==> src/rtl/npu_mem_pkg.sv <==
// npu_mem_pkg: shared memory-block types and address-width helper.
// Contents: state_t (IDLE/CLEAR sweep states), addr_width() = max(1, ceil(log2(depth))).
package npu_mem_pkg;
   typedef enum logic {IDLE, CLEAR} state_t;
   function automatic int addr_width(input int depth);
      return (depth <= 2) ? 1 : $clog2(depth);
   endfunction
endpackage

==> src/rtl/sram_core_masked.sv <==
// sram_core_masked: word array with per-lane masked write and combinational read.
// Ports: clk; we/wa/wd/wm write port (wm bit i enables lane i of wd);
//        ra/rd read port. Out-of-range addresses drop writes and read as zero.
module sram_core_masked import npu_mem_pkg::*; #(
   parameter int WIDTH = 160,
   parameter int DEPTH = 16,
   parameter int LANES = 16,
   localparam int AW = addr_width(DEPTH)
) (
   input  logic             clk,
   input  logic             we,
   input  logic [AW-1:0]    wa,
   input  logic [WIDTH-1:0] wd,
   input  logic [LANES-1:0] wm,
   input  logic [AW-1:0]    ra,
   output logic [WIDTH-1:0] rd
);
   localparam int LW = WIDTH / LANES;
   localparam logic [AW:0] DW = (AW+1)'(DEPTH);
   logic [WIDTH-1:0] mem [DEPTH];
   // contents are deliberately never reset so the array maps onto an SRAM macro
   always_ff @(posedge clk)
      if (we && {1'b0, wa} < DW)
         for (int i = 0; i < LANES; i++)
            if (wm[i]) mem[wa][i*LW +: LW] <= wd[i*LW +: LW];
   assign rd = ({1'b0, ra} < DW) ? mem[ra] : '0;
endmodule

==> src/rtl/sram_param_masked.sv <==
// sram_param_masked: single-port masked-write SRAM with clear sweep and optional output register.
// Ports: clk, reset (async, active-high); CEN (active-low enable), WEN (1=read, 0=write),
//        A address, D write data, M lane mask; clr_req starts a zeroing sweep;
//        Q read data, q_valid one-cycle new-data pulse, busy high during the sweep.
module sram_param_masked import npu_mem_pkg::*; #(
   parameter int WIDTH   = 160,
   parameter int DEPTH   = 16,
   parameter int LANES   = 16,
   parameter int OUT_REG = 0,
   localparam int AW = addr_width(DEPTH)
) (
   input  logic             clk,
   input  logic             reset,
   input  logic             CEN,
   input  logic             WEN,
   input  logic [AW-1:0]    A,
   input  logic [WIDTH-1:0] D,
   input  logic [LANES-1:0] M,
   input  logic             clr_req,
   output logic [WIDTH-1:0] Q,
   output logic             q_valid,
   output logic             busy
);
   localparam logic [AW-1:0] LAST = AW'(DEPTH - 1);
   state_t state;
   logic [AW-1:0] cnt;
   logic [WIDTH-1:0] rdata, dreg;
   logic dvalid, sweep, acc;
   assign sweep = state == CLEAR;
   // clr_req wins over a same-cycle access, which is then dropped
   assign acc = state == IDLE && !clr_req && !CEN;
   assign busy = sweep;
   sram_core_masked #(.WIDTH(WIDTH), .DEPTH(DEPTH), .LANES(LANES)) core (
      .clk(clk),
      .we(!reset && (sweep || (acc && !WEN))),
      .wa(sweep ? cnt : A),
      .wd(sweep ? '0 : D),
      .wm(sweep ? '1 : M),
      .ra(A),
      .rd(rdata)
   );
   always_ff @(posedge clk or posedge reset)
      if (reset) begin
         state  <= IDLE;
         cnt    <= '0;
         dreg   <= '0;
         dvalid <= 1'b0;
      end else begin
         dvalid <= acc && WEN;
         if (acc && WEN) dreg <= rdata;
         if (state == IDLE) begin
            if (clr_req) begin
               state <= CLEAR;
               cnt   <= '0;
            end
         end else begin
            cnt <= cnt + 1'b1;
            if (cnt == LAST) state <= IDLE;
         end
      end
   generate
      if (OUT_REG != 0) begin : g_oreg
         logic [WIDTH-1:0] qreg;
         logic qv;
         // runs independently of the FSM so in-flight reads finish across a sweep
         always_ff @(posedge clk or posedge reset)
            if (reset) begin
               qreg <= '0;
               qv   <= 1'b0;
            end else begin
               qv <= dvalid;
               if (dvalid) qreg <= dreg;
            end
         assign Q = qreg;
         assign q_valid = qv;
      end else begin : g_direct
         assign Q = dreg;
         assign q_valid = dvalid;
      end
   endgenerate
endmodule

==> config.mk <==
export PLATFORM = sky130hd
export DESIGN_NAME = sram_param_masked
export DESIGN_NICKNAME = d
export VERILOG_FILES = /design/src/rtl/npu_mem_pkg.sv /design/src/rtl/sram_core_masked.sv /design/src/rtl/sram_param_masked.sv
export SDC_FILE = /design/constraint.sdc
export NUM_CORES = 2
export LEC_CHECK = 0
export CORE_UTILIZATION = 43
export CTS_CLUSTER_DIAMETER = 80
export DETAILED_ROUTE_END_ITERATION = 6
export GPL_TIMING_DRIVEN = 0
export MAX_ROUTING_LAYER = met4
export PLACE_DENSITY = 0.63
export SYNTH_ARGS = -nofsm -noshare
export SYNTH_HDL_FRONTEND = slang
export SYNTH_SLANG_ARGS = --single-unit
==> constraint.sdc <==
create_clock -name clk -period 4.8 [get_ports clk]
set_input_delay 0.48 -clock clk [delete_from_list [all_inputs] [get_ports clk]]
set_output_delay 0.48 -clock clk [all_outputs]
set_load 0.02 [all_outputs]
==> impl_metrics.json <==
{
  "fp.dieW_um": 494,
  "slew_headroom_pct": -10.3,
  "syn_inst": 5007,
  "cts-root-buf": "clkbuf_16",
  "clk_latency_ns": 0.95,
  "wl_per_cell_um": 36.4,
  "hp-class": "input port to async pin",
  "chipHeight_um": 494,
  "vdd_drop_max_v": 0.000331,
  "start_util_pct": 43.3,
  "hold_viol": 0,
  "skew_ns": 0.0649,
  "critPathRequiredTime_ns": 5.32,
  "gr-total-overflow": 0,
  "yosysSeqAreaShare_pct": 77.8,
  "grt_pass1_wl_mm": 447,
  "final_area_um2": 122000,
  "timing.hold.ws_ns": 0.377,
  "num_io_pins": 347,
  "fin_ws_ns": -0.155,
  "finalNonFillerCells": 9139,
  "clock_path_buffers": 4,
  "fin_tns_setup_ns": -7.22,
  "yosysWarnings": 0,
  "cp_max_fo": 10,
  "synth-seq-cells": 2726,
  "place_ws_ns": -0.883,
  "status": "complete, but fails checks",
  "post_cts_buffers": 0,
  "drc": 0,
  "syn_area_per_cell_um2": 20.8,
  "rrSetupSlack_ns": -0.07,
  "yosys-top-cells-area": "edfxtp_1 74%, mux4_2 12%, dfrtp_1 4.0%, mux2i_1 2.2%, nor2_1 1.6%",
  "tritoncts": "yes",
  "core_area_um2": 241000,
  "clock-sinks": 2726,
  "cts_made_buffers": 300,
  "grt.total_usage_pct": 27.9,
  "drive_above_1_share_pct": 21.3,
  "dp_cells": 8568,
  "io_buffers": 345,
  "p_leak_nw": 40.3,
  "viasPerCell": 6.21,
  "cts_htree_levels": 5,
  "syn_nets": 5193,
  "rr_startpoint": "busy",
  "fmax_mhz": 202,
  "grt_max_degree": 33,
  "drv_cap": 18,
  "synthesis.area_um2": 104000,
  "setup_viol": 113,
  "antenna_found_initial": 22,
  "final_nets": 5885,
  "gp_congestion": 0.917,
  "fin_crit_sh_pct": 103,
  "first_pass_iters": 6,
  "synth.top_cell.area_share_pct": 73.8,
  "ctsResizeCount": 0,
  "rows": 180,
  "worst_slew_pin_slew_ns": 1.65,
  "totalWireLength_mm": 333,
  "syn_to_final_growth_pct": 17.0,
  "die-area_um2": 244000,
  "cts_hold_buffers": 0,
  "slew_violations": 99,
  "dr_total_vias": 56789,
  "antenna_left": 0,
  "path_clk_slew_ns": 0.06,
  "ff2ff_path_depth": 6,
  "fillerInstances": 19303,
  "worstReg2RegEnd": "core.mem[14][152]",
  "fin_crit_ns": 4.96,
  "grt_pass1_vias": 54769,
  "arrival_ns": 5.47,
  "yosysUniqueCellTypes": 42,
  "start_kind": "input port",
  "place_hpwl_mm": 217,
  "dpl_cell_area_um2": 112000,
  "critPathKind": "input port to flop",
  "power_density_nw_per_um2": 533,
  "drt_iter0_markers": 8787,
  "violations": "capacitance limit, slew limit, setup timing",
  "synth_largest_area_cell": "edfxtp_1",
  "crit_path_end_kind": "flop"
}
[kinds of logic (layout without fill, tap and decap cells)]
logic type               count (synthesis)  count (layout)  share of synthesized area, %
adder cells (fa/ha/maj)                  1               1                        0.0120
AND/OR/NAND/NOR                        689             689                          2.94
flip-flops                            2726            2726                          77.8
multiplexers                           838             838                          14.9
XOR/XNOR                                 1               1                       0.00841
AO/OA/AOI/OAI                          446             446                          2.96
buffers and inverters                  306            1220                          1.30
other                                    0              33                             0
[layout by cell type (no fill, tap or decap), types with 6 or more instances in the layout]
| cell type | synthesis | layout |
|---|---|---|
| mux2i_1 | 234 | 234 |
| buf_4 | 10 | 20 |
| nor2_2 | 0 | 47 |
| a21o_1 | 43 | 43 |
| o21ai_1 | 16 | 16 |
| diode_2 | 0 | 33 |
| clkdlybuf4s50_1 | 0 | 345 |
| clkinv_1 | 1 | 37 |
| a211oi_1 | 105 | 105 |
| o32ai_1 | 49 | 49 |
| nor2b_1 | 161 | 157 |
| clkbuf_16 | 0 | 309 |
| bufinv_16 | 0 | 16 |
| o22ai_1 | 149 | 149 |
| nor2_1 | 434 | 387 |
| edfxtp_1 | 2560 | 2560 |
| dfrtp_1 | 166 | 166 |
| buf_8 | 0 | 13 |
| a21oi_1 | 6 | 6 |
| a31oi_1 | 11 | 11 |
| nand3_1 | 8 | 8 |
| buf_2 | 106 | 108 |
| buf_12 | 0 | 8 |
| clkbuf_1 | 150 | 205 |
| mux2_2 | 34 | 34 |
| o31ai_1 | 32 | 32 |
| clkinv_2 | 0 | 44 |
| clkbuf_8 | 0 | 30 |
| mux4_2 | 570 | 570 |
| buf_6 | 4 | 14 |
| clkbuf_2 | 0 | 21 |
| clkinvlp_4 | 0 | 6 |
| nand2_1 | 66 | 66 |
| buf_1 | 28 | 24 |
| o21ai_0 | 30 | 30 |
[flip-flops by register name, indices dropped and copies added, names as in the netlist]
signal and flops:
core.mem 2560, cnt 4, Q 160, busy 1
q_valid 1
[per-layer routing]
metal  up-vias  GRT usage, %  wire length [um]
li1      21983             -                 -
met1     30133          36.7            125000
met2      3900          41.4            153000
met3       773          6.26             37100
met4         0          13.1             17500
met5         -             -                 0
[worst max-delay path by stage]
| stage | startpoint | endpoint | slack (ns) | depth (start not counted) |
|---|---|---|---|---|
| after global placement | reset | Q[61] | -1.40 | 2 |
| after CTS | A[1] | core.mem[15][45] | 0.09 | 8 |
| after global routing | A[1] | core.mem[15][142] | -0.001 | 8 |
| after detailed placement | A[1] | core.mem[15][46] | -0.88 | 8 |
| after floorplan | A[0] | core.mem[12][100] | 2.10 | 9 |
| final | A[0] | core.mem[13][3] | -0.16 | 8 |
[stage by stage]
stage	power (W)	utilization [%]
6_report	0.0650	50.7
5_1_grt	0.0665	50.6
4_1_cts	0.0649	50.5
3_5_place_dp	0.0429	46.6
3_3_place_gp	0.0424	46.4
2_1_floorplan	0.0370	-
[cells in the mapped netlist]
master / count
o21ai_0: 30
or4b_1: 1
edfxtp_1: 2560
buf_2: 106
mux4_2: 570
nand2_1: 66
or3_1: 4
a21oi_1: 6
dfrtp_1: 166
nand3_1: 8
nand2_2: 1
a31oi_1: 11
inv_1: 6
a22oi_1: 1
nand3_2: 1
clkinv_1: 1
nand4_1: 1
a211oi_1: 105
xor2_1: 1
buf_6: 4
a41oi_1: 1
o32ai_1: 49
nor3_1: 2
a21o_1: 43
and3_1: 2
mux2_2: 34
clkbuf_1: 150
nor2_1: 434
ha_1: 1
o2bb2ai_1: 2
nand2b_1: 4
o22ai_1: 149
or3b_2: 1
o211ai_1: 1
o31ai_1: 32
nand3b_1: 3
buf_1: 28
mux2i_1: 234
buf_4: 10
o21ai_1: 16
inv_6: 1
nor2b_1: 161
[critical path, cell delays in order]
cell and delay [ns]:
buf_4 0.28, buf_2 0.54, buf_2 0.55, nor2b_1 0.50, o2bb2ai_1 0.30, nand2_1 0.69, clkbuf_1 0.77, nor2_1 1.29
[final cells by class]
| cell class | count | area [um^2] | share of cell area, % |
|---|---|---|---|
| Antenna cell | 33 | 82.6 | 0.0678 |
| Buffer | 298 | 1350 | 1.11 |
| Clock buffer | 413 | 8420 | 6.91 |
| Clock inverter | 111 | 981 | 0.805 |
| Inverter | 8 | 38.8 | 0.0318 |
| Multi-Input combinational cell | 1975 | 21900 | 17.9 |
| Sequential cell | 2726 | 81000 | 66.5 |
| Tap cell | 3185 | 3990 | 3.27 |
| Timing Repair Buffer | 390 | 4110 | 3.37 |
[report_power, final]
part / total [W] / leakage [nW] / switching, W / internal (W)
Clock: 0.0224 / 4.62 / 0.00926 / 0.0131
Sequential: 0.0318 / 25.8 / 0.00129 / 0.0306
Combinational: 0.0108 / 9.88 / 0.00756 / 0.00323
Note: power is estimated with default switching activity, not from simulation.
